## config.mk

```make
export PLATFORM = sky130hd
export DESIGN_NAME = kamacore_stage_wb_flat
export DESIGN_NICKNAME = d
export VERILOG_FILES = /design/src/rtl/kamacore_pkg.sv /design/src/rtl/kamacore_stage_wb_if.sv /design/src/rtl/kamacore_load_extract.sv /design/src/rtl/kamacore_stage_wb.sv /design/src/flat_wrapper.sv
export SDC_FILE = /design/constraint.sdc
export NUM_CORES = 1
export LEC_CHECK = 0
export BUFFER_PORTS_ARGS = -buffer_cell sky130_fd_sc_hd__buf_2
export CAP_MARGIN = 20
export CORE_MARGIN = 3
export CORE_UTILIZATION = 25
export CTS_CLUSTER_SIZE = 30
export DETAILED_ROUTE_END_ITERATION = 16
export GPL_ROUTABILITY_DRIVEN = 0
export GPL_TIMING_DRIVEN = 0
export PLACE_DENSITY = 0.49
export SLEW_MARGIN = 25
export SYNTH_ARGS = -nofsm -noshare
export SYNTH_HDL_FRONTEND = slang
export SYNTH_SLANG_ARGS = --single-unit
```

## constraint.sdc

```tcl
create_clock -name clk -period 2.65 [get_ports clk]
set_clock_uncertainty 0.05 [all_clocks]
set_input_delay 0.3975 -clock clk [delete_from_list [all_inputs] [get_ports clk]]
set_output_delay 0.3975 -clock clk [all_outputs]
set_load 0.01 [all_outputs]
```

## src/rtl/kamacore_pkg.sv

```systemverilog
// Shared kamacore pipeline definitions: RV32I opcodes, load funct3 codes,
// datapath widths and writeback source decode.
package kamacore_pkg;

   localparam int unsigned CPU_WIDTH      = 32;
   localparam int unsigned REG_ADDR_WIDTH = 5;

   localparam logic [6:0] OPC_LOAD     = 7'b0000011;
   localparam logic [6:0] OPC_MISC_MEM = 7'b0001111;
   localparam logic [6:0] OPC_OP_IMM   = 7'b0010011;
   localparam logic [6:0] OPC_AUIPC    = 7'b0010111;
   localparam logic [6:0] OPC_STORE    = 7'b0100011;
   localparam logic [6:0] OPC_OP       = 7'b0110011;
   localparam logic [6:0] OPC_LUI      = 7'b0110111;
   localparam logic [6:0] OPC_BRANCH   = 7'b1100011;
   localparam logic [6:0] OPC_JALR     = 7'b1100111;
   localparam logic [6:0] OPC_JAL      = 7'b1101111;
   localparam logic [6:0] OPC_SYSTEM   = 7'b1110011;

   localparam logic [2:0] F3_LB  = 3'd0;
   localparam logic [2:0] F3_LH  = 3'd1;
   localparam logic [2:0] F3_LW  = 3'd2;
   localparam logic [2:0] F3_LBU = 3'd4;
   localparam logic [2:0] F3_LHU = 3'd5;

   typedef enum logic [1:0] {WB_NONE, WB_ALU, WB_LOAD, WB_LINK} wb_src_t;

   function automatic wb_src_t decode_wb_src(input logic [6:0] opc);
      case (opc)
         OPC_OP, OPC_OP_IMM, OPC_LUI, OPC_AUIPC: return WB_ALU;
         OPC_LOAD:                               return WB_LOAD;
         OPC_JAL, OPC_JALR:                      return WB_LINK;
         default:                                return WB_NONE;
      endcase
   endfunction

   function automatic logic is_load_f3(input logic [2:0] f3);
      return (f3 == F3_LB) || (f3 == F3_LH) || (f3 == F3_LW) ||
             (f3 == F3_LBU) || (f3 == F3_LHU);
   endfunction

endpackage

```

## src/rtl/kamacore_stage_wb_if.sv

```systemverilog
// MEM/WB entry into the writeback stage and the register-file write port it drives.
interface kamacore_stage_wb_if #(
   parameter int unsigned CPU_WIDTH      = kamacore_pkg::CPU_WIDTH,
   parameter int unsigned REG_ADDR_WIDTH = kamacore_pkg::REG_ADDR_WIDTH
) ();

   logic                      wb_valid;
   logic [31:0]               wb_instruction;
   logic [CPU_WIDTH-1:0]      wb_alu_result;
   logic [CPU_WIDTH-1:0]      wb_mem_rdata;
   logic [CPU_WIDTH-1:0]      wb_pc_plus4;

   logic                      writeback_rd_we;
   logic [REG_ADDR_WIDTH-1:0] writeback_rd_a;
   logic [CPU_WIDTH-1:0]      writeback_rd_data;

   modport master (
      output wb_valid, wb_instruction, wb_alu_result, wb_mem_rdata, wb_pc_plus4,
      input  writeback_rd_we, writeback_rd_a, writeback_rd_data
   );

   modport slave (
      input  wb_valid, wb_instruction, wb_alu_result, wb_mem_rdata, wb_pc_plus4,
      output writeback_rd_we, writeback_rd_a, writeback_rd_data
   );

endinterface

```

## src/rtl/kamacore_load_extract.sv

```systemverilog
// Extracts and extends a byte/half/word from an aligned memory word and
// flags naturally misaligned accesses. Shared with the memory stage.
module kamacore_load_extract
   import kamacore_pkg::*;
(
   input  logic [31:0] rdata,
   input  logic [1:0]  off,
   input  logic [2:0]  funct3,
   output logic [31:0] data,
   output logic        misaligned
);

   logic [31:0] shifted;

   assign shifted = rdata >> {off, 3'b000};

   always_comb begin
      data       = '0;
      misaligned = 1'b0;
      case (funct3)
         F3_LB:  data = {{24{shifted[7]}}, shifted[7:0]};
         F3_LBU: data = {24'd0, shifted[7:0]};
         F3_LH: begin
            data       = {{16{shifted[15]}}, shifted[15:0]};
            misaligned = off[0];
         end
         F3_LHU: begin
            data       = {16'd0, shifted[15:0]};
            misaligned = off[0];
         end
         F3_LW: begin
            data       = rdata;
            misaligned = (off != 2'd0);
         end
         default: ;
      endcase
   end

endmodule

```

## src/rtl/kamacore_stage_wb.sv

```systemverilog
// kamacore writeback stage: selects the retiring result, drives the register-file
// write port, counts retired instructions and flags misaligned loads.
module kamacore_stage_wb #(
   parameter int unsigned CPU_WIDTH      = 32,
   parameter int unsigned REG_ADDR_WIDTH = 5,
   parameter int unsigned INSTRET_WIDTH  = 64
) (
   input  logic                     clk,
   input  logic                     rst,
   input  logic                     stall,
   kamacore_stage_wb_if.slave       wb,
   output logic                     load_misaligned,
   output logic [INSTRET_WIDTH-1:0] instret
);

   import kamacore_pkg::*;

   logic [6:0]                opc;
   logic [2:0]                f3;
   logic [REG_ADDR_WIDTH-1:0] rd;
   wb_src_t                   src;
   logic [CPU_WIDTH-1:0]      ld_data;
   logic                      ld_mis;
   logic                      fire;
   logic                      we_d;
   logic                      mis_d;
   logic [CPU_WIDTH-1:0]      data_d;
   logic                      unused_instr_hi;

   assign opc             = wb.wb_instruction[6:0];
   assign rd              = wb.wb_instruction[11:7];
   assign f3              = wb.wb_instruction[14:12];
   assign unused_instr_hi = ^wb.wb_instruction[31:15];

   kamacore_load_extract u_load_extract (
      .rdata      (wb.wb_mem_rdata),
      .off        (wb.wb_alu_result[1:0]),
      .funct3     (f3),
      .data       (ld_data),
      .misaligned (ld_mis)
   );

   always_comb begin
      src    = decode_wb_src(opc);
      fire   = wb.wb_valid && !stall;
      we_d   = 1'b0;
      mis_d  = 1'b0;
      data_d = wb.wb_alu_result;
      case (src)
         WB_ALU:  we_d = (rd != '0);
         WB_LINK: begin
            we_d   = (rd != '0);
            data_d = wb.wb_pc_plus4;
         end
         WB_LOAD: begin
            // Unsupported funct3 neither writes nor flags; the flag ignores rd.
            mis_d  = is_load_f3(f3) && ld_mis;
            we_d   = (rd != '0) && is_load_f3(f3) && !ld_mis;
            data_d = ld_data;
         end
         default: ;
      endcase
   end

   always_ff @(posedge clk or negedge rst) begin
      if (!rst) begin
         wb.writeback_rd_we   <= 1'b0;
         wb.writeback_rd_a    <= '0;
         wb.writeback_rd_data <= '0;
         load_misaligned      <= 1'b0;
         instret              <= '0;
      end else begin
         wb.writeback_rd_we <= 1'b0;
         load_misaligned    <= 1'b0;
         if (fire) begin
            wb.writeback_rd_we   <= we_d;
            load_misaligned      <= mis_d;
            wb.writeback_rd_a    <= rd;
            wb.writeback_rd_data <= data_d;
            instret              <= instret + {{(INSTRET_WIDTH-1){1'b0}}, 1'b1};
         end
      end
   end

endmodule

```

## src/flat_wrapper.sv

```systemverilog
// flat-port wrapper written by rule: the top's interface ports become plain ports
module kamacore_stage_wb_flat import kamacore_pkg::*;
#(
   parameter int unsigned CPU_WIDTH      = 32,
   parameter int unsigned REG_ADDR_WIDTH = 5,
   parameter int unsigned INSTRET_WIDTH  = 64
)
  (clk, rst, stall, load_misaligned, instret, wb_wb_valid, wb_wb_instruction, wb_wb_alu_result, wb_wb_mem_rdata, wb_wb_pc_plus4, wb_writeback_rd_we, wb_writeback_rd_a, wb_writeback_rd_data);
  kamacore_stage_wb_if #(.CPU_WIDTH(CPU_WIDTH), .REG_ADDR_WIDTH(REG_ADDR_WIDTH)) wb_i ();
  input  logic clk;
  input  logic rst;
  input  logic stall;
  output logic load_misaligned;
  output logic [INSTRET_WIDTH-1:0] instret;
  input wire logic [$bits(wb_i.wb_valid)-1:0] wb_wb_valid;
  input wire logic [$bits(wb_i.wb_instruction)-1:0] wb_wb_instruction;
  input wire logic [$bits(wb_i.wb_alu_result)-1:0] wb_wb_alu_result;
  input wire logic [$bits(wb_i.wb_mem_rdata)-1:0] wb_wb_mem_rdata;
  input wire logic [$bits(wb_i.wb_pc_plus4)-1:0] wb_wb_pc_plus4;
  output wire logic [$bits(wb_i.writeback_rd_we)-1:0] wb_writeback_rd_we;
  output wire logic [$bits(wb_i.writeback_rd_a)-1:0] wb_writeback_rd_a;
  output wire logic [$bits(wb_i.writeback_rd_data)-1:0] wb_writeback_rd_data;
  assign wb_i.wb_valid = wb_wb_valid;
  assign wb_i.wb_instruction = wb_wb_instruction;
  assign wb_i.wb_alu_result = wb_wb_alu_result;
  assign wb_i.wb_mem_rdata = wb_wb_mem_rdata;
  assign wb_i.wb_pc_plus4 = wb_wb_pc_plus4;
  assign wb_writeback_rd_we = wb_i.writeback_rd_we;
  assign wb_writeback_rd_a = wb_i.writeback_rd_a;
  assign wb_writeback_rd_data = wb_i.writeback_rd_data;
  kamacore_stage_wb #(.CPU_WIDTH(CPU_WIDTH), .REG_ADDR_WIDTH(REG_ADDR_WIDTH), .INSTRET_WIDTH(INSTRET_WIDTH)) u_core (.clk(clk), .rst(rst), .stall(stall), .wb(wb_i), .load_misaligned(load_misaligned), .instret(instret));
endmodule
```

==> impl_metrics.tcl, run 1 <==
set metrics [dict create \
    dieArea_um2 24600 \
    synth_nets 706 \
    holdWs_ns 0.196 \
    vias 5419 \
    mostFrequentLayoutCells "219 x buf_2, 103 x dfrtp_1, 52 x nand2_1" \
    hp-start "wb_wb_instruction[10]" \
    layout.nets 935 \
    dpl_cell_area_um2 7150 \
    status "finished clean" \
    synth.ff_latch_count 103 \
    placementRows 54 \
    crit_fanout 6 \
    arrival_ns 2.68 \
    instances_no_fill 1087 \
    vdd_drop_max_mv 0.244 \
    grt_usage_pct 16.5 \
    grt_pass1_vias 5203 \
    overflow 0 \
    coreArea_um2 22100 \
    fin_area_um2 7460 \
    hold_viol 0 \
    clkSinkCount 103 \
    antenna_found_initial 0 \
    viasPerCell 4.99 \
    p_leak_nw 3.55 \
    clock_tree.root_cell "clkbuf_16" \
    final_layout_size_suffix_gt1_share_pct 33.2 \
    crit_path_start_kind "register" \
    yosys_warnings 0 \
    syn_to_final_growth_pct 31.4 \
    yosysUniqueCellTypes 54 \
    synthTopCellsByArea "dfrtp_1 45%, xnor2_1 5.7%, xor2_1 4.0%" \
    synth_edf_count 0 \
    rr_startpoint "u_core.instret[0]$_DFFE_PN0P_" \
    ant_nets 0 \
    hpwl_um 16300 \
    min_path_type "input pin to register" \
    num_antenna_cells 0 \
    critPathKind "register to register" \
    max_cap_viol_count 0 \
    p_per_area_nw_per_um2 508 \
    clock_latency_ns 0.35 \
    fin_crit_sh_pct 93.7 \
    die_h_um 157 \
    yosys_most_used_dff "dfrtp_1" \
    crit_path_end_kind "register" \
    post_cts_buffers 0 \
    fp.dieW_um 157 \
    final_common_cell "buf_2" \
    htreeDepth 3 \
    drt-initial-drc-count 261 \
    syn_inst 573 \
    dp.cells 1070 \
    cp-startpoint "u_core.instret[0]$_DFFE_PN0P_" \
    io_pins 235 \
    required_ns 2.85 \
    post_drt_wl_per_cell_um 19.2 \
    grt_max_degree 57 \
    period_minus_slack_ns 2.48 \
    synth_top_cell_by_area "dfrtp_1" \
    rsz0062_at_grt "false" \
    numCtsBuffers 9 \
    tightest_slew_ns 0.736 \
    wirelength_um 20900 \
    rrSetupSlack_ns 0.17 \
    cts_buffer_depth 2 \
    syn_avg_cell_area_um2 9.92 \
    ys_async_sr_fraction_pct 100 \
    grt_pass1_wl_um 31500 \
    drv_slew 0 \
    cts_tree "done" \
    dr.pass1.iters 5 \
    max_freq_ghz 0.403 \
    relSlewSlack_pct 50.9 \
    synth_top_area_share_pct 45.4 \
    drc 0 \
    nFillCells 2323 \
    portBuffers 216 \
    setup_violations 0 \
    ys_seq_area_share_pct 45.4 \
    clk_pin_slew_ns 0.08 \
    mappedNetlistArea_um2 5680 \
    start_util_pct 25.7 \
]
## kinds of logic (layout without fill, tap and decap cells)
group / count (synthesis) / after routing / synth area share, %
xor+xnor: 63 / 63 / 9.71
flops: 103 / 103 / 45.4
mux: 17 / 17 / 4.58
buf+inv: 40 / 274 / 2.97
fa+ha+maj: 1 / 1 / 0.220
compound gates: 123 / 123 / 15.4
simple gates: 226 / 226 / 21.8
## flip-flops by register name (all words and copies together), names as in the netlist
name / flops
u_core.instret: 64
u_core.load_misaligned: 1
u_core.wb.writeback_rd_a: 5
u_core.wb.writeback_rd_data: 32
u_core.wb.writeback_rd_we: 1
## per-stage QoR
step	setup WS (ns)	TNS (ns)	utilization [%]	power [mW]
6_report	0.167	0	33.8	3.79
5_1_grt	0.0182	0	33.8	3.99
4_1_cts	0.0914	0	33.7	3.87
3_5_place_dp	-0.286	-1.95	32.3	2.49
3_3_place_gp	-0.305	-21.92	32.2	2.48
2_1_floorplan	0.466	0	-	2.12
## layer usage
metal | vias up | wire length, um | global-route usage (%)
met2 | 215 | 9880 | 26.8
met1 | 2610 | 9530 | 23.1
met5 | - | 0 | 0
met4 | 0 | 286 | 4.29
met3 | 13 | 1180 | 2.43
li1 | 2581 | - | -
## where the power goes
part           internal (mW)  leakage [nW]  switching (mW)
clock network          0.661         0.145           0.681
registers               1.68          1.31           0.113
logic                  0.289          2.09           0.364
total                   2.63          3.55            1.16
## critical path, stage by stage (launching register included)
cell,delay (ns)
dfrtp_1,0.45
ha_1,0.25
nand4b_4,0.16
or4_4,0.57
nor4_4,0.55
nand4_1,0.18
xnor2_1,0.16
## cell usage after synthesis, types with 8 or more instances
cell type	number
nor3_1	21
nand3_1	21
mux2i_1	8
a31oi_1	16
a22oi_1	30
nor2_1	44
xnor2_1	37
a221o_1	8
o21ai_0	24
o2bb2ai_1	8
dfrtp_1	103
a21oi_1	11
clkbuf_1	24
o22a_1	8
nand2_1	52
and2_1	19
nand4_1	26
inv_1	8
xor2_1	26
## path summary, 6_finish.rpt
path	to	depth (start not counted)
max in group asynchronous	u_core.wb.writeback_rd_data[11]$_DFFE_PN0P_	3
min	u_core.wb.writeback_rd_a[3]$_DFFE_PN0P_	3
max	u_core.instret[62]$_DFFE_PN0P_	6
max reg2reg	u_core.instret[62]$_DFFE_PN0P_	6
min reg2reg	u_core.instret[63]$_DFFE_PN0P_	1
min in group asynchronous	u_core.instret[61]$_DFFE_PN0P_	2
## timing repair
| item | 4_1_cts | 5_1_grt |
|---|---|---|
| hold buffers | 1 | 0 |
| hold endpoints to repair | 37 | 0 |
| gates resized for setup | 0 | 3 |
| setup endpoints to repair | 0 | 5 |
## final cells by class
cell class	instances	area (um2)	share of cell area, %
Inverter	9	33.8	0.453
Sequential cell	103	2580	34.5
Buffer	31	135	1.81
Multi-Input combinational cell	430	2950	39.5
Tap cell	280	350	4.69
Clock buffer	9	225	3.02
Clock inverter	7	67.6	0.905
Timing Repair Buffer	218	1120	15.1
No activity file was read; power rests on OpenSTA's default activity.
==> inputs of run 2 (changes only) <==
Settings changed: BUFFER_PORTS_ARGS -buffer_cell sky130_fd_sc_hd__buf_2 to unset, DONT_BUFFER_PORTS set to 1, PLACE_DENSITY 0.49 to 0.4.
==> run 2 against run 1 <==
The run now ends with negative hold slack left. Maximum frequency is 0.70% higher. Cell count shrank 20%. Die area unchanged. Register-to-register slack improved by 0.02 ns. Critical endpoint is now u_core.instret[58]$_DFFE_PN0P_.
==> impl_metrics.tcl, run 2 (synthesis results as in run 1) <==
set metrics [dict create \
    fin_tns_setup_ns 0 \
    layout.nets 718 \
    max_freq_ghz 0.405 \
    hpwl_um 15100 \
    path_cells "ha_1 -> nand4b_4 -> or4_4 -> nor4_4 -> buf_4 -> nand4_1 -> xnor2_1" \
    crit_path_max_incr_delay_ns 0.56 \
    post_drt_wl_per_cell_um 22.3 \
    dp_slack_ns 0.0236 \
    vdd_drop_max_mv 0.229 \
    clk_pin_slew_ns 0.07 \
    start_util_pct 25.7 \
    numCtsBuffers 9 \
    wirelength_um 19400 \
    required_ns 2.82 \
    clkSinkCount 103 \
    setup_violations 0 \
    cp.depth 7 \
    crit_fanout 6 \
    crit_path_end_kind "register" \
    grt_max_degree 104 \
    drv_slew 0 \
    drc 0 \
    drt-initial-drc-count 266 \
    cp-startpoint "u_core.instret[1]$_DFFE_PN0P_" \
    critPathKind "register to register" \
    rr_startpoint "u_core.instret[1]$_DFFE_PN0P_" \
    coreArea_um2 22100 \
    crit_end "u_core.instret[58]$_DFFE_PN0P_" \
    top_register "u_core.instret" \
    dp.cells 853 \
    clock_tree.root_cell "clkbuf_16" \
    portBuffers 0 \
    htreeDepth 3 \
    arrival_ns 2.64 \
    dr.pass1.iters 5 \
    relSlewSlack_pct 39.7 \
    tightest_slew_ns 0.903 \
    grt_pass1_wl_um 29000 \
    placementRows 54 \
    crit_buf_inv 1 \
    final_layout_size_suffix_gt1_share_pct 8.47 \
    instances_no_fill 870 \
    rsz0062_at_grt "false" \
    min_path_type "input pin to async pin" \
    holdWs_ns -0.306 \
    largest_reg_flops 64 \
    viasPerCell 5.26 \
    violations "negative hold slack" \
    max_cap_viol_count 0 \
    antenna_found_initial 0 \
    clock_latency_ns 0.35 \
    cts_buffer_depth 2 \
    vias 4579 \
    grt_pass1_vias 4689 \
    grt_usage_pct 15.5 \
    cts_tree "done" \
    rrSetupSlack_ns 0.18 \
    overflow 0 \
    syn_to_final_growth_pct 12.2 \
    crit_path_start_kind "register" \
    fin_crit_sh_pct 93.1 \
    die_h_um 157 \
    mostFrequentLayoutCells "103 x dfrtp_1, 52 x nand2_1, 44 x nor2_1" \
    slowest_stage "or4_4" \
    utilization_pct 28.8 \
    p_per_area_nw_per_um2 580 \
    p_leak_nw 2.61 \
    ant_nets 0 \
    setup_ws_ns 0.184 \
    status "finished with violations" \
    path_delay_family "simple AND/OR/NAND/NOR gates" \
    fp.dieW_um 157 \
    final_common_cell "dfrtp_1" \
    hold_viol 103 \
    dieArea_um2 24600 \
    ff2ff_path_depth 7 \
    reg_top3 "u_core.instret (64), u_core.wb.writeback_rd_data (32), u_core.wb.writeback_rd_a (5)" \
    r2r-end "u_core.instret[58]$_DFFE_PN0P_" \
    period_minus_slack_ns 2.47 \
    io_pins 235 \
    num_antenna_cells 0 \
]
run 2: layout make-up:
cell class | instances | area [um2]
Multi-Input combinational cell | 430 | 2950
Buffer | 31 | 135
Fill cell | 2293 | 15700
Tap cell | 280 | 350
Inverter | 9 | 33.8
Clock buffer | 10 | 229
Sequential cell | 103 | 2580
Timing Repair Buffer | 1 | 7.51
Clock inverter | 6 | 91.3
run 2: how the worst min path moves through the flow:
stage | to | slack [ns] | cells after the start
CTS | u_core.instret[41]$_DFFE_PN0P_ | -0.33 | 0
global route | u_core.instret[59]$_DFFE_PN0P_ | -0.33 | 0
detailed placement | u_core.wb.writeback_rd_a[2]$_DFFE_PN0P_ | 0.06 | 0
floorplan | u_core.instret[0]$_DFFE_PN0P_ | 0.05 | 0
global placement | u_core.wb.writeback_rd_a[4]$_DFFE_PN0P_ | 0.06 | 0
finish | u_core.wb.writeback_rd_we$_DFF_PN0_ | -0.31 | 0
run 2: metal layers:
layer / share of wire, % / track usage (%) / vias up
met5: 0 / 0 / -
met4: 1.5 / 4.25 / 0
met3: 8.5 / 5.50 / 16
met2: 48 / 25.2 / 159
met1: 42 / 19.4 / 2263
li1: - / - / 2141
run 2: per-stage QoR:
step	area [um2]	total power, mW
after CTS	6350	3.76
after floorplan	5680	2.12
after global placement	6030	2.25
after global routing	6370	3.86
final	6370	3.69
after detailed placement	6030	2.26
run 2: power by group:
group	internal (mW)	switching, mW	total [mW]
clock	0.837	0.640	1.48
combinational	0.152	0.164	0.316
sequential	1.68	0.217	1.90
run 2: worst register-to-register path, cell delays in order, from the launching register on:
cell      delay (ns)
dfrtp_1         0.54
ha_1            0.29
nand4b_4        0.17
or4_4           0.56
nor4_4          0.25
buf_4           0.19
nand4_1         0.12
xnor2_1         0.16
run 2: repair_timing:
action                                  4_1_cts  5_1_grt
endpoints found under the hold margin       103      103
resized for setup                             0        2
setup buffers                                 0        1
endpoints found under the setup margin        1       11
pin swaps                                     0        1
==> inputs of run 3 (changes only) <==
Settings changed: SYNTH_HIERARCHICAL set to 1.
==> run 3 against run 2 <==
Global-route usage shrank 0.33 points. Cell count grew 11%. Critical endpoint is now u_core/instret[42]$_DFFE_PN0P_. Sequential share of layout area shrank 0.90 points. Maximum frequency grew 0.85%. First-iteration DRC count shrank 23%. The flow still finishes with violations (negative hold slack). Count of clock-buffer cells in the layout is the same. Hold slack lost 0.00090 ns. Highest routed layer unchanged. Non-clock buffer count grew 2. Clock power shrank 11%. Sequential power shrank 2%.
==> impl_metrics.tcl, run 3 <==
set metrics [dict create \
    crit_fanout 5 \
    p_seq_share_pct 52.9 \
    dieArea_um2 25200 \
    final_layout_size_suffix_gt1_share_pct 11.6 \
    hold_viol 103 \
    fin_crit_sh_pct 92.3 \
    max_cap_viol_count 0 \
    cts_tree "done" \
    final_common_cell "nand2_1" \
    fp.dieW_um 159 \
    post_drt_wl_per_cell_um 20.4 \
    drc 0 \
    overflow 0 \
    required_ns 2.87 \
    seqCellArea_um2 2580 \
    tightest_slew_ns 0.894 \
    synth.most_common_cell "nand2_1" \
    internal-power_mw 2.50 \
    synth_nets 766 \
    clkSinkCount 103 \
    grt_usage_pct 15.1 \
    period_minus_slack_ns 2.45 \
    mostFrequentLayoutCells "113 x nand2_1, 103 x dfrtp_1, 68 x nor2_1" \
    clock_latency_ns 0.34 \
    status "finished with violations" \
    fin_area_um2 6520 \
    multi_input_area_um2 3070 \
    reg_top3 "u_core/instret (64), u_core/wb.writeback_rd_data (32), u_core/wb.writeback_rd_a (5)" \
    hpwl_um 15400 \
    vias 4867 \
    synth_top_cell_by_area "dfrtp_1" \
    p_per_area_nw_per_um2 540 \
    grt_pass1_vias 5121 \
    relSlewSlack_pct 39.9 \
    slowest_stage "nor4_2" \
    nFillCells 2425 \
    num_antenna_cells 0 \
    violations "negative hold slack" \
    dr.pass1.iters 5 \
    grt_max_degree 104 \
    r2r-end "u_core/instret[42]$_DFFE_PN0P_" \
    combPwrFrac_pct 9.6 \
    start_util_pct 25.6 \
    rrSetupSlack_ns 0.20 \
    mappedNetlistArea_um2 5830 \
    fin_tns_setup_ns 0 \
    largest_reg_flops 64 \
    clk_pin_slew_ns 0.07 \
    holdWs_ns -0.307 \
    htreeDepth 3 \
    yosysUniqueCellTypes 54 \
    top_register "u_core/instret" \
    io_pins 235 \
    swShare_pct 29.0 \
    crit_path_end_kind "register" \
    crit_path_max_incr_delay_ns 0.57 \
    path_cells "ha_1 -> nand3b_1 -> nor4_2 -> nand4_1 -> nor3_1 -> xor2_1" \
    crit_path_start_kind "register" \
    synthTopCellsByCount "113 x nand2_1, 103 x dfrtp_1, 68 x nor2_1, 39 x a22oi_1" \
    synth_edf_count 0 \
    ff2ff_path_depth 6 \
    yosys_most_used_dff "dfrtp_1" \
    wirelength_um 19600 \
    dpl_cell_area_um2 6230 \
    p_leak_nw 2.69 \
    clock_tree.root_cell "clkbuf_16" \
    ys_async_sr_fraction_pct 100 \
    rr_startpoint "u_core/instret[0]$_DFFE_PN0P_" \
    numCtsBuffers 9 \
    synthTopCellsByArea "dfrtp_1 44%, nand2_1 7.3%, a22oi_1 5.0%" \
    grt_use_met3_pct 8.11 \
    drv_slew 0 \
    cts_buffer_depth 2 \
    ys_seq_area_share_pct 44.2 \
    setup_violations 0 \
    vdd_drop_max_mv 0.355 \
    min_path_type "input pin to async pin" \
    grt_pass1_wl_um 30300 \
    yosys_warnings 6 \
    ant_nets 0 \
    p_total_mw 3.52 \
    syn_to_final_growth_pct 11.7 \
    arrival_ns 2.66 \
    post_cts_buffers 0 \
    synth.ff_latch_count 103 \
    rsz0062_at_grt "false" \
    layout.nets 777 \
    globalRouteMet2Util_pct 26.4 \
    syn_avg_cell_area_um2 9.22 \
    grt.busiest_layer "met2" \
    coreArea_um2 22800 \
    p_switching_mw 1.02 \
    die_h_um 159 \
    critPathKind "register to register" \
    antenna_found_initial 0 \
    p_clk_share_pct 37.5 \
    placementRows 55 \
    viasPerCell 5.06 \
    max_freq_ghz 0.409 \
    use_met1_pct 16.1 \
    drt-initial-drc-count 206 \
    synth_top_area_share_pct 44.2 \
    portBuffers 0 \
    syn_inst 633 \
]
==> run 3: power groups by stage <==
stage          Combinational [mW]  Clock [mW]  Sequential, mW
4_1_cts                     0.342        1.39            1.87
3_3_place_gp                0.332           0            1.90
6_report                    0.337        1.32            1.86
3_5_place_dp                0.341           0            1.90
5_1_grt                     0.381        1.45            1.88
2_1_floorplan               0.268           0            1.85
==> run 3: repair_timing <==
item / CTS / global route
endpoints found under the hold margin: 103 / 103
setup endpoints to repair: 0 / 0
gates resized for setup: 0 / 0
==> run 3: kinds of logic after synthesis <==
kind of cell    synth area share [%]
simple gates                    26.8
mux                             1.87
flops                           44.2
fa+ha+maj                      0.214
compound gates                  14.1
xor+xnor                        9.61
buf+inv                         3.20
==> run 3: how the worst max path moves through the flow <==
| stage | start | end | slack (ns) | cells after the start |
|---|---|---|---|---|
| after floorplan | u_core/instret[0]$_DFFE_PN0P_ | u_core/instret[58]$_DFFE_PN0P_ | 0.76 | 7 |
| after global placement | wb_wb_instruction[5] | u_core/wb.writeback_rd_data[15]$_DFFE_PN0P_ | 0.02 | 6 |
| after detailed placement | wb_wb_instruction[5] | u_core/wb.writeback_rd_data[10]$_DFFE_PN0P_ | 0.03 | 6 |
| after CTS | u_core/instret[0]$_DFFE_PN0P_ | u_core/instret[50]$_DFFE_PN0P_ | 0.18 | 6 |
| after global routing | u_core/instret[0]$_DFFE_PN0P_ | u_core/instret[50]$_DFFE_PN0P_ | 0.004 | 6 |
| final | u_core/instret[0]$_DFFE_PN0P_ | u_core/instret[42]$_DFFE_PN0P_ | 0.20 | 6 |
==> run 3: final cells by class <==
| cell class | count | share of cell area [%] |
|---|---|---|
| clock buffers | 10 | 3.67 |
| well taps | 313 | 6.01 |
| inverters | 6 | 0.346 |
| multi-input cells | 490 | 47.1 |
| flip-flops and latches | 103 | 39.5 |
| plain buffers | 34 | 2.51 |
| clock inverters | 6 | 0.806 |
==> run 3: stage by stage <==
stage | cells | util, % | setup slack, ns
global placement | 946 | 27.3 | 0.0246
global route | 962 | 28.6 | 0.00443
finish | 962 | 28.6 | 0.205
CTS | 962 | 28.6 | 0.177
detailed placement | 946 | 27.3 | 0.0291
floorplan | 633 | - | 0.762
==> run 3: critical path, delay by kind of cell, from the launching register on <==
kind	cells	cell delay, ns
simple gates	4	1.47
flops	1	0.50
fa+ha+maj	1	0.20
xor+xnor	1	0.16
==> run 3: metal layers <==
layer	up-vias	share of wire [%]	wire [um]
li1	2276	-	-
met1	2366	38	7420
met2	205	49	9620
met3	20	12	2310
met4	0	1.2	230
met5	-	0	0
